$ cat src/rtl/cnnip_pkg.sv
// Shared types and helpers for the CNN IP stream blocks.
// Holds the unpacker state encoding and a ceil-division helper.
package cnnip_pkg;

  typedef enum logic [1:0] {
    IDLE,
    RUN,
    DONE
  } unpack_state_t;

  function automatic int unsigned ceil_div(
    input int unsigned n,
    input int unsigned d
  );
    return (n + d - 1) / d;
  endfunction

endpackage

$ cat src/rtl/cnnip_unpacker_if.sv
// Element stream bundle between the unpacker and the conv datapath.
// Valid/ready handshake with a frame-end flag.
interface cnnip_unpacker_if #(
  parameter int DW = 8
);
  import cnnip_pkg::*;

  logic          m_valid_a;
  logic          m_ready_a;
  logic [DW-1:0] m_data_a;
  logic          m_last_a;

  modport master (
    output m_valid_a,
    output m_data_a,
    output m_last_a,
    input  m_ready_a
  );

  modport slave (
    input  m_valid_a,
    input  m_data_a,
    input  m_last_a,
    output m_ready_a
  );

endinterface

$ cat src/rtl/cnnip_unpacker.sv
// Pops WIDTH-bit words from a show-ahead FIFO and emits them as
// DW-bit elements, LSB lane first, one per cycle with a last flag.
module cnnip_unpacker
  import cnnip_pkg::*;
#(
  parameter int WIDTH = 32,
  parameter int DW    = 8,
  parameter int LEN_W = 16
) (
  input  logic             clk_a,
  input  logic             arstz_aq,
  input  logic             start_a,
  input  logic [LEN_W-1:0] len_a,
  output logic             busy_a,
  output logic             done_a,
  input  logic             fifo_empty_a,
  input  logic [WIDTH-1:0] fifo_dout_a,
  output logic             fifo_pop_a,
  cnnip_unpacker_if.master m
);

  localparam int LANES  = WIDTH / DW;
  localparam int LANE_W = (LANES > 1) ? $clog2(LANES) : 1;
  localparam logic [LANE_W-1:0] LANE_MAX = LANE_W'(LANES - 1);

  generate
    if (WIDTH % DW != 0) begin : g_width_chk
      $error("cnnip_unpacker: WIDTH must be a multiple of DW");
    end
  endgenerate

  unpack_state_t state_q;
  unpack_state_t state_d;

  logic [WIDTH-1:0]  word_q;
  logic              word_vld;
  logic [LANE_W-1:0] lane;
  logic [LEN_W-1:0]  words_left;
  logic [LEN_W-1:0]  elem_left;

  logic accept;
  logic fire;
  logic last;
  logic lane_end;
  logic pop;

  assign accept   = (state_q == IDLE) && start_a;
  assign fire     = word_vld && m.m_ready_a;
  assign last     = word_vld && (elem_left == LEN_W'(1));
  assign lane_end = (lane == LANE_MAX);

  // Refill either into an empty holder or exactly as the final lane
  // of a non-terminal word leaves, so word boundaries cost no bubble.
  assign pop = (state_q == RUN)
            && !fifo_empty_a
            && (words_left != '0)
            && (!word_vld || (fire && lane_end && !last));

  assign fifo_pop_a  = pop;
  assign m.m_valid_a = word_vld;
  assign m.m_data_a  = word_q[lane*DW +: DW];
  assign m.m_last_a  = last;

  assign busy_a = (state_q != IDLE);
  assign done_a = (state_q == DONE);

  always_ff @(posedge clk_a or negedge arstz_aq) begin
    if (!arstz_aq) begin
      state_q <= IDLE;
    end else begin
      state_q <= state_d;
    end
  end

  always_comb begin
    state_d = state_q;
    unique case (state_q)
      IDLE: begin
        if (start_a) begin
          state_d = (len_a == '0) ? DONE : RUN;
        end
      end
      RUN: begin
        if (fire && last) begin
          state_d = DONE;
        end
      end
      DONE: begin
        state_d = IDLE;
      end
      default: begin
        state_d = IDLE;
      end
    endcase
  end

  always_ff @(posedge clk_a or negedge arstz_aq) begin
    if (!arstz_aq) begin
      word_q     <= '0;
      word_vld   <= 1'b0;
      lane       <= '0;
      words_left <= '0;
      elem_left  <= '0;
    end else begin
      if (accept) begin
        words_left <= LEN_W'(ceil_div(32'(len_a), 32'(LANES)));
        elem_left  <= len_a;
      end else begin
        if (pop) begin
          words_left <= words_left - LEN_W'(1);
        end
        if (fire) begin
          elem_left <= elem_left - LEN_W'(1);
        end
      end

      if (pop) begin
        word_q   <= fifo_dout_a;
        word_vld <= 1'b1;
        lane     <= '0;
      end else if (fire) begin
        // A partial final word drops its unused upper lanes here.
        if (last || lane_end) begin
          word_vld <= 1'b0;
          lane     <= '0;
        end else begin
          lane <= lane + LANE_W'(1);
        end
      end
    end
  end

endmodule

$ cat src/flat_wrapper.sv
// flat-port wrapper written by rule: the top's interface ports become plain ports
module cnnip_unpacker_flat import cnnip_pkg::*;
#(
  parameter int WIDTH = 32,
  parameter int DW    = 8,
  parameter int LEN_W = 16
)
  (clk_a, arstz_aq, start_a, len_a, busy_a, done_a, fifo_empty_a, fifo_dout_a, fifo_pop_a, m_m_valid_a, m_m_data_a, m_m_last_a, m_m_ready_a);
  cnnip_unpacker_if #(.DW(DW)) m_i ();
  input  logic clk_a;
  input  logic arstz_aq;
  input  logic start_a;
  input  logic [LEN_W-1:0] len_a;
  output logic busy_a;
  output logic done_a;
  input  logic fifo_empty_a;
  input  logic [WIDTH-1:0] fifo_dout_a;
  output logic fifo_pop_a;
  output wire logic [$bits(m_i.m_valid_a)-1:0] m_m_valid_a;
  output wire logic [$bits(m_i.m_data_a)-1:0] m_m_data_a;
  output wire logic [$bits(m_i.m_last_a)-1:0] m_m_last_a;
  input wire logic [$bits(m_i.m_ready_a)-1:0] m_m_ready_a;
  assign m_m_valid_a = m_i.m_valid_a;
  assign m_m_data_a = m_i.m_data_a;
  assign m_m_last_a = m_i.m_last_a;
  assign m_i.m_ready_a = m_m_ready_a;
  cnnip_unpacker #(.WIDTH(WIDTH), .DW(DW), .LEN_W(LEN_W)) u_core (.clk_a(clk_a), .arstz_aq(arstz_aq), .start_a(start_a), .len_a(len_a), .busy_a(busy_a), .done_a(done_a), .fifo_empty_a(fifo_empty_a), .fifo_dout_a(fifo_dout_a), .fifo_pop_a(fifo_pop_a), .m(m_i));
endmodule
$ cat config.mk
export PLATFORM = sky130hd
export DESIGN_NAME = cnnip_unpacker_flat
export DESIGN_NICKNAME = d
export VERILOG_FILES = /design/src/rtl/cnnip_pkg.sv /design/src/rtl/cnnip_unpacker_if.sv /design/src/rtl/cnnip_unpacker.sv /design/src/flat_wrapper.sv
export SDC_FILE = /design/constraint.sdc
export NUM_CORES = 1
export LEC_CHECK = 0
export BUFFER_PORTS_ARGS = -buffer_cell sky130_fd_sc_hd__buf_4
export CAP_MARGIN = 25
export CORE_MARGIN = 2
export CORE_UTILIZATION = 40
export CTS_CLUSTER_SIZE = 30
export DETAILED_ROUTE_END_ITERATION = 8
export GPL_ROUTABILITY_DRIVEN = 0
export GPL_TIMING_DRIVEN = 0
export PLACE_DENSITY_LB_ADDON = 0.2
export SYNTH_ARGS = -nofsm -noshare
export SYNTH_HDL_FRONTEND = slang
export SYNTH_SLANG_ARGS = --single-unit
$ cat constraint.sdc
create_clock -name clk_a -period 4.4 [get_ports clk_a]
set_input_delay 0.88 -clock clk_a [delete_from_list [all_inputs] [get_ports clk_a]]
set_output_delay 0.88 -clock clk_a [all_outputs]
set_load 0.005 [all_outputs]
* Yosys cells after proc, flatten, opt, wreduce, memory -nomap -nowiden
Index checks and enable logic that the tools add are counted.
Word-level totals: output and inout port bits 13, word-level logic and storage cells 56, register bits 69, input bits 53
Cells by class: reductions and logical operators 24, add/sub/neg operators 5, equality and inequality tests 6, shift-type cells 1, mux-type cells 14
Operators by type and width (count):
- 16-bit two-way mux | 4
- 32-bit by 6-bit variable part select with 8-bit output | 1
- 16-bit by 1-bit subtractor with 16-bit output, second input constant | 2
- 18-bit by 1-bit subtractor with 18-bit output, second input constant | 1
- 16-bit by 3-bit adder with 17-bit output, second input constant | 1
- 16-bit by 1-bit == test with 1-bit output, second input constant | 1
- 16-bit zero test | 1
- 16-bit nonzero test | 1
- 2-bit two-way mux | 6
- 2-bit nonzero test | 5
- 1-bit logical AND | 9
- 2-bit == test, second input constant | 2
- 2-bit != test, second input constant | 2
- 2-bit case mux with 2 select lines | 1
- 2-bit AND reduction | 2
- 1-bit zero test | 3
- 1-bit two-way mux | 3
- 2-bit by 1-bit adder with 2-bit output, second input constant | 1
- 2-bit by 1-bit == test with 1-bit output, second input constant | 1
- 2-bit zero test | 1
- 1-bit logical OR | 2

* Depth between registers and ports, before layout
Gate-level depths: netlist of run 1.
depth after elaboration 8, gate-level depth with buffers 9, gate-level depth less buffers 8

* Worst setup path after synthesis of run 1
No wires, ideal clock.
kind register to output, start point register u_core.elem_left[4], end point output port fifo_pop_a, cell stages (with the launch flop) 7, required time 3.520 ns, slack 1.245 ns, path buffers 1, arrival time 2.275 ns, cell sequence dfrtp_1 or4_4 or4_4 or4_4 clkinv_4 nor2_4 buf_6
On the way: longest elaborated chain between the ends 6
Ends and longest elaborated chain:
- start: declaration | line cnnip_unpacker.sv:39 | logic [LEN_W-1:0] elem_left;
- start signal: assignment | line cnnip_unpacker.sv:107 | elem_left <= len_a;
- start signal: assignment | line cnnip_unpacker.sv:113 | elem_left <= elem_left - LEN_W'(1);
- 16-bit by 1-bit == test with 1-bit output | line cnnip_unpacker.sv:49 | assign last = word_vld && (elem_left == LEN_W'(1));
- 1-bit logical AND | line cnnip_unpacker.sv:49
- 1-bit zero test | line cnnip_unpacker.sv:57 | && (!word_vld || (fire && lane_end && !last));
- 1-bit logical AND | line cnnip_unpacker.sv:57
- 1-bit logical OR | line cnnip_unpacker.sv:57
- 1-bit logical AND | line cnnip_unpacker.sv:57
- end: declaration | line flat_wrapper.sv:18 | output logic fifo_pop_a;
No other way between the ends.

* Final worst setup path of run 1
start point register u_core.elem_left[2], end point output port fifo_pop_a
Same word-level chain as after synthesis.

==> qor.yml, run 1 <==
synthesis:
  most_common_library_cells_after_synthesis: "dfrtp_1, xnor2_1, nand2_1"
  yosys_register_bits: 69
  yosysMostFrequentCell: "dfrtp_1"
  ys_top_cells_by_area: "dfrtp_1, mux2_4, xnor2_1"
  synth_area_per_cell_um2: 10.24
  netlist_instances: 431
  ys.flop_type: "dfrtp_1"
  synth.lib_cells_used.distinct: 57
  asyncSetResetFlopFracSynth: 1.000
  top_cell_type_s_share_of_synthesized_area: 0.3913
  synth_top_area_cell: "dfrtp_1"
  synthesis.nets: 491
  synth.cell_area_um2: 4413
  synth_enable_flop_cells: 0
  synth_warnings: 0
  fraction_of_the_yosys_area_taken_by_sequential_cells: 0.3913
drt:
  vias: 3455
  post_drt_via_cell_ratio: 5.348
  met2_wirelength_um: 5198
  wl_met3_um: 494
  met1_length_um: 4978
  maxUsedRoutingLayer: "met4"
  remaining_antenna_violation_count_after_routing: 0
  drc: 0
  detail_route.wl_per_cell_um: 16.73
  drt_first_pass_iters: 4
  drt_first_iter_violations: 108
  drt_wl_total_um: 10810
worst_setup_path:
  timing.reg2reg.worst_path_depth: 8
  criticalPathCategory: "register to output port"
  setup.worst_path.end_class: "output port"
  worst-endpoint-required_ns: 3.52
  crit_top_cell: "or4_4"
  crit_path_max_fanout: 10
  startpoint_type: "register"
  cp_slowest_cell: "or4_4"
  critical-path-max-stage-delay_ns: 0.59
  worst_path_cell_chain: "or4_4 -> or4_4 -> or4_4 -> clkinv_4 -> nor2_4 -> buf_6 -> buf_4"
  worstPathArrival_ns: 2.96
cts:
  clkTransAtPathRegs_ns: 0.08
  cts.repair_timing.setup_buffer_count: 0
  cts.path.max_buffers: 2
  cts.repair.resized: 0
  holdBufCountCts: 0
  cts_inserted_buffers: 9
  clk_root_buffer_cell: "clkbuf_8"
  worst_skew_pair.late_latency_ns: 0.35
  clock-sinks: 69
  ctsHtreeMaxLevel: 3
  tritoncts: "done"
timing:
  setup_repair_after_global_routing_missed_its_margin: "false"
  finalSetupTns_ns: 0
  finClkSkew_ns: 0.008418
  setup_viol: 0
  timing_hold_violations_final: 0
  slew_headroom: 0.4140
  timing.final.max_slew_violations: 0
  maximum_clock_rate_mhz: 260.6
  final.period_utilization: 0.8722
  post_layout_min_period_ns: 3.838
  worstMarginPinSlew_ns: 0.8790
global_route:
  grt_pass1_wl_um: 17840
  groute.usage.overall: 0.1978
  grt_remaining_overflow: 0
  initial_antenna_violation_count: 0
  grt_pass1_vias: 3511
  maximum_number_of_pins_on_one_net_before_global_route_repair: 70
flow_run:
  max_cap_viol_count: 0
die:
  initial_core_util: 0.4089
  std_cell_rows: 38
  i_o_pin_cnt: 66
  die_height_um: 109.0
  fp.dieArea_um2: 11890
  fp.coreArea_um2: 10790
  floorplan.die.width_um: 109.0
place:
  port_bufs: 59
  placed_cells: 630
  dp_hpwl_um: 7945
cells_and_area:
  finish.net_count: 561
  antennaDiodeCount: 0
  final_layout_size_suffix_gt1_frac: 0.2806
  final_cells: 646
  synthToLayoutAreaGrowth_pct: 18.57
hold_path:
  hold_path.class: "register to register"
  cell_count_of_the_worst_hold_path: 1
power_and_ir_drop:
  power.static_leakage_nw: 2.102
  pwr_density_cell_nw_per_um2: 546.9
  ir_worst_vdd_v: 0.0002401
outcome:
  outcome: "complete, no violations"
worst max-delay path: cells and delay by family (launching register included):
family / cells / cell delay (ns)
DFF: 1 / 0.45
and+or+nand+nor: 4 / 1.68
buffers and inverters: 3 / 0.47
stage by stage:
stage / hold slack (ns) / util / area (um^2) / total power, mW / worst slack (ns)
after global placement: 0.4720 / 0.4661 / 5031 / 2.305 / 0.7716
after CTS: 0.4981 / 0.4848 / 5233 / 2.896 / 0.5394
after global routing: 0.5290 / 0.4848 / 5233 / 3.076 / 0.4559
final: 0.5019 / 0.4848 / 5233 / 2.862 / 0.5622
after floorplan: 0.4482 / - / 4413 / 1.972 / 1.245
after detailed placement: 0.4879 / 0.4661 / 5031 / 2.343 / 0.7738
state kept, by name, summed over array words and instances, names as in the netlist:
register            cells
u_core.word_q          32
u_core.elem_left       16
u_core.words_left      16
u_core.lane             2
u_core.state_q          2
u_core.m.m_valid_a      1
power breakdown:
group | switching (mW) | internal, mW
Sequential | 0.215 | 0.945
Combinational | 0.472 | 0.695
Clock | 0.257 | 0.278
Total | 0.944 | 1.92
cells by family (layout without fill, tap and decap cells):
| group | Yosys count | after routing | synth area share |
|---|---|---|---|
| simple gates | 161 | 161 | 0.1990 |
| mux | 52 | 52 | 0.1724 |
| xor+xnor | 47 | 47 | 0.09328 |
| compound gates | 60 | 60 | 0.08591 |
| fa+ha+maj | 7 | 7 | 0.01985 |
| buf+inv | 35 | 110 | 0.03828 |
| flops | 69 | 69 | 0.3913 |
worst paths after layout:
kind	start	endpoint	slack [ns]
max	u_core.elem_left[2]	fifo_pop_a	0.56
min	u_core.state_q[1]	u_core.state_q[1]	0.50
max reg2reg	u_core.elem_left[2]	u_core.words_left[13]	1.49
min reg2reg	u_core.state_q[1]	u_core.state_q[1]	0.50
max in group asynchronous	arstz_aq	u_core.words_left[7]	3.18
min in group asynchronous	arstz_aq	u_core.word_q[23]	0.64
routing by layer:
metal	track usage	up-vias
met5	0	-
met1	0.2595	1673
li1	-	1697
met3	0.03646	11
met4	0.05678	0
met2	0.3336	74
placed cells by master, fill, tap and decap left out, types with 4 or more instances in the layout:
cell      netlist  final
nand2_1        36     36
ha_1            7      7
mux2_2          8      8
nand4_1         7      7
nor2_1         24     24
o21ai_0        23     23
xnor2_1        37     37
mux2i_1        10     10
or4_1           5      5
buf_2           4      4
nor3_1         16     16
or3_1          12     12
dfrtp_1        69     69
nand3_1        10     10
and3_1          5      5
inv_1          11     11
mux4_2          8      8
clkbuf_1       11     12
buf_4           1     60
nor4_1         16     16
xor2_1         10     10
clkbuf_8        0     10
or2_2           7      7
a21oi_1        11     11
and2_1          6      6
mux2_4         26     26
cell type report:
type | count | area, um^2
sequential | 69 | 1727
timing repair buffer | 59 | 442.9
multi-input combinational | 327 | 2517
inverter | 12 | 50.05
clock inverter | 5 | 60.06
buffer | 23 | 118.9
clock buffer | 11 | 141.4
fill | 1001 | 5560
tap | 140 | 175.2
No activity file was read; power rests on OpenSTA's default activity.
==> inputs of run 2 (changes only) <==
--- a/config.mk
+++ b/config.mk
@@ -8,7 +8,7 @@
 export BUFFER_PORTS_ARGS = -buffer_cell sky130_fd_sc_hd__buf_4
 export CAP_MARGIN = 25
 export CORE_MARGIN = 2
-export CORE_UTILIZATION = 40
+export CORE_UTILIZATION = 55
 export CTS_CLUSTER_SIZE = 30
 export DETAILED_ROUTE_END_ITERATION = 8
 export GPL_ROUTABILITY_DRIVEN = 0
==> run 2 against run 1 <==
  * Utilization grew 18 points
  * Clock-buffer cell count shrank 2
  * Combinational power is essentially flat
  * Sequential share of layout area is 0.27 points higher
==> qor.yml, run 2 (synthesis gave the netlist of run 1 again) <==
cts:
  clkTransAtPathRegs_ns: 0.08
  cts_inserted_buffers: 9
  clock-sinks: 69
  cts.repair.resized: 0
  cts.repair_timing.setup_buffer_count: 0
  clk_root_buffer_cell: "clkbuf_8"
  worst_skew_pair.late_latency_ns: 0.36
  ctsHtreeMaxLevel: 3
  cts.path.max_buffers: 2
  holdBufCountCts: 0
  tritoncts: "done"
place:
  dp_hpwl_um: 7732
  placed_cells: 592
  port_bufs: 59
  pre_cts_setup_slack_ns: 0.8055
global_route:
  groute.usage.overall: 0.2557
  grt_util_met2: 0.4311
  grt_pass1_vias: 3598
  grt.met3_usage: 0.04835
  grt_remaining_overflow: 0
  grt_most_used_layer: "met2"
  grt_pass1_wl_um: 17490
  maximum_number_of_pins_on_one_net_before_global_route_repair: 70
  global_route.usage.met1: 0.3449
  initial_antenna_violation_count: 0
cells_and_area:
  finish.net_count: 561
  synthToLayoutAreaGrowth_pct: 17.61
  antennaDiodeCount: 0
  largest_registers: "u_core.word_q x32, u_core.elem_left x16, u_core.words_left x16"
  final_cells: 608
  most_frequent_standard_cell_in_the_layout_excluding_fill_and_tap_cells: "dfrtp_1"
  number_of_flip_flops_in_the_largest_register: 32
  final_cell_mix: "dfrtp_1, buf_4, xnor2_1"
  final_layout_size_suffix_gt1_frac: 0.2826
  regMostFlops: "u_core.word_q"
die:
  fp.dieArea_um2: 8756
  initial_core_util: 0.5681
  i_o_pin_cnt: 66
  floorplan.die.width_um: 93.58
  fp.coreArea_um2: 7767
  std_cell_rows: 32
  die_height_um: 93.58
timing:
  timing_hold_violations_final: 0
  whs_ns: 0.4947
  worstMarginPinSlew_ns: 0.8321
  setup_viol: 0
  finClkSkew_ns: 0.01375
  finalSetupTns_ns: 0
  slew_headroom: 0.4402
  final.period_utilization: 0.8729
  timing.final.max_slew_violations: 0
  setup_repair_after_global_routing_missed_its_margin: "false"
  maximum_clock_rate_mhz: 260.4
  postLayoutSetupSlackWorst_ns: 0.5594
  post_layout_min_period_ns: 3.841
power_and_ir_drop:
  power.static_leakage_nw: 2.101
  ir_worst_vdd_v: 0.0002885
  finalPower_mw: 2.897
  pwr_density_cell_nw_per_um2: 558.1
drt:
  drt_first_iter_violations: 190
  drt_wl_total_um: 10440
  detail_route.wl_per_cell_um: 17.18
  drt_first_pass_iters: 4
  vias: 3588
  remaining_antenna_violation_count_after_routing: 0
  post_drt_via_cell_ratio: 5.901
  drc: 0
hold_path:
  hold_path.class: "register to register"
flow_run:
  max_cap_viol_count: 0
outcome:
  outcome: "complete, no violations"
worst_setup_path:
  crit_path_max_fanout: 10
  criticalPathCategory: "register to output port"
  startpoint_type: "register"
  worst-endpoint-required_ns: 3.52
  worstPathArrival_ns: 2.96
  setup.worst_path.end_class: "output port"
## run 2: power breakdown
part | switching (mW) | total [mW] | internal, mW
Combinational | 0.482 | 1.18 | 0.696
Clock | 0.268 | 0.539 | 0.270
Sequential | 0.235 | 1.18 | 0.945
Total | 0.986 | 2.90 | 1.91
## run 2: worst paths after layout
path | start | end | slack, ns | depth (start not counted)
hold reg to reg | u_core.state_q[1] | u_core.state_q[1] | 0.49 | 1
max in group asynchronous | arstz_aq | u_core.state_q[1] | 3.23 | 1
hold / removal | u_core.state_q[1] | u_core.state_q[1] | 0.49 | 1
setup reg to reg | u_core.elem_left[6] | u_core.words_left[13] | 1.49 | 8
min in group asynchronous | arstz_aq | u_core.word_q[20] | 0.62 | 1
setup / recovery | u_core.elem_left[6] | fifo_pop_a | 0.56 | 7
## run 2: critical path, stage by stage (launching register included)
cell      delay, ns
dfrtp_1        0.42
or3_1          0.45
or4_4          0.58
or4_4          0.59
clkinv_4       0.12
nor2_4         0.09
buf_6          0.21
buf_4          0.14
## run 2: metrics by stage
step | util | cell area [um^2]
after floorplan | - | 4413
after global placement | 0.6416 | 4984
after detailed placement | 0.6416 | 4984
after CTS | 0.6682 | 5190
after global routing | 0.6682 | 5190
final | 0.6682 | 5190
## run 2: area by class of cell
type                       count  area (um^2)
fill                         620         2577
multi-input combinational    327         2517
sequential                    69         1727
timing repair buffer          59        442.9
tap                          102        127.6
clock buffer                   9        123.9
buffer                        23        118.9
clock inverter                 7        82.58
inverter                      12        50.05
## run 2: per-layer routing
layer,wire length [um],up-vias
met5,0,-
met4,116,0
met3,457,12
met2,5125,101
met1,4745,1771
li1,-,1704
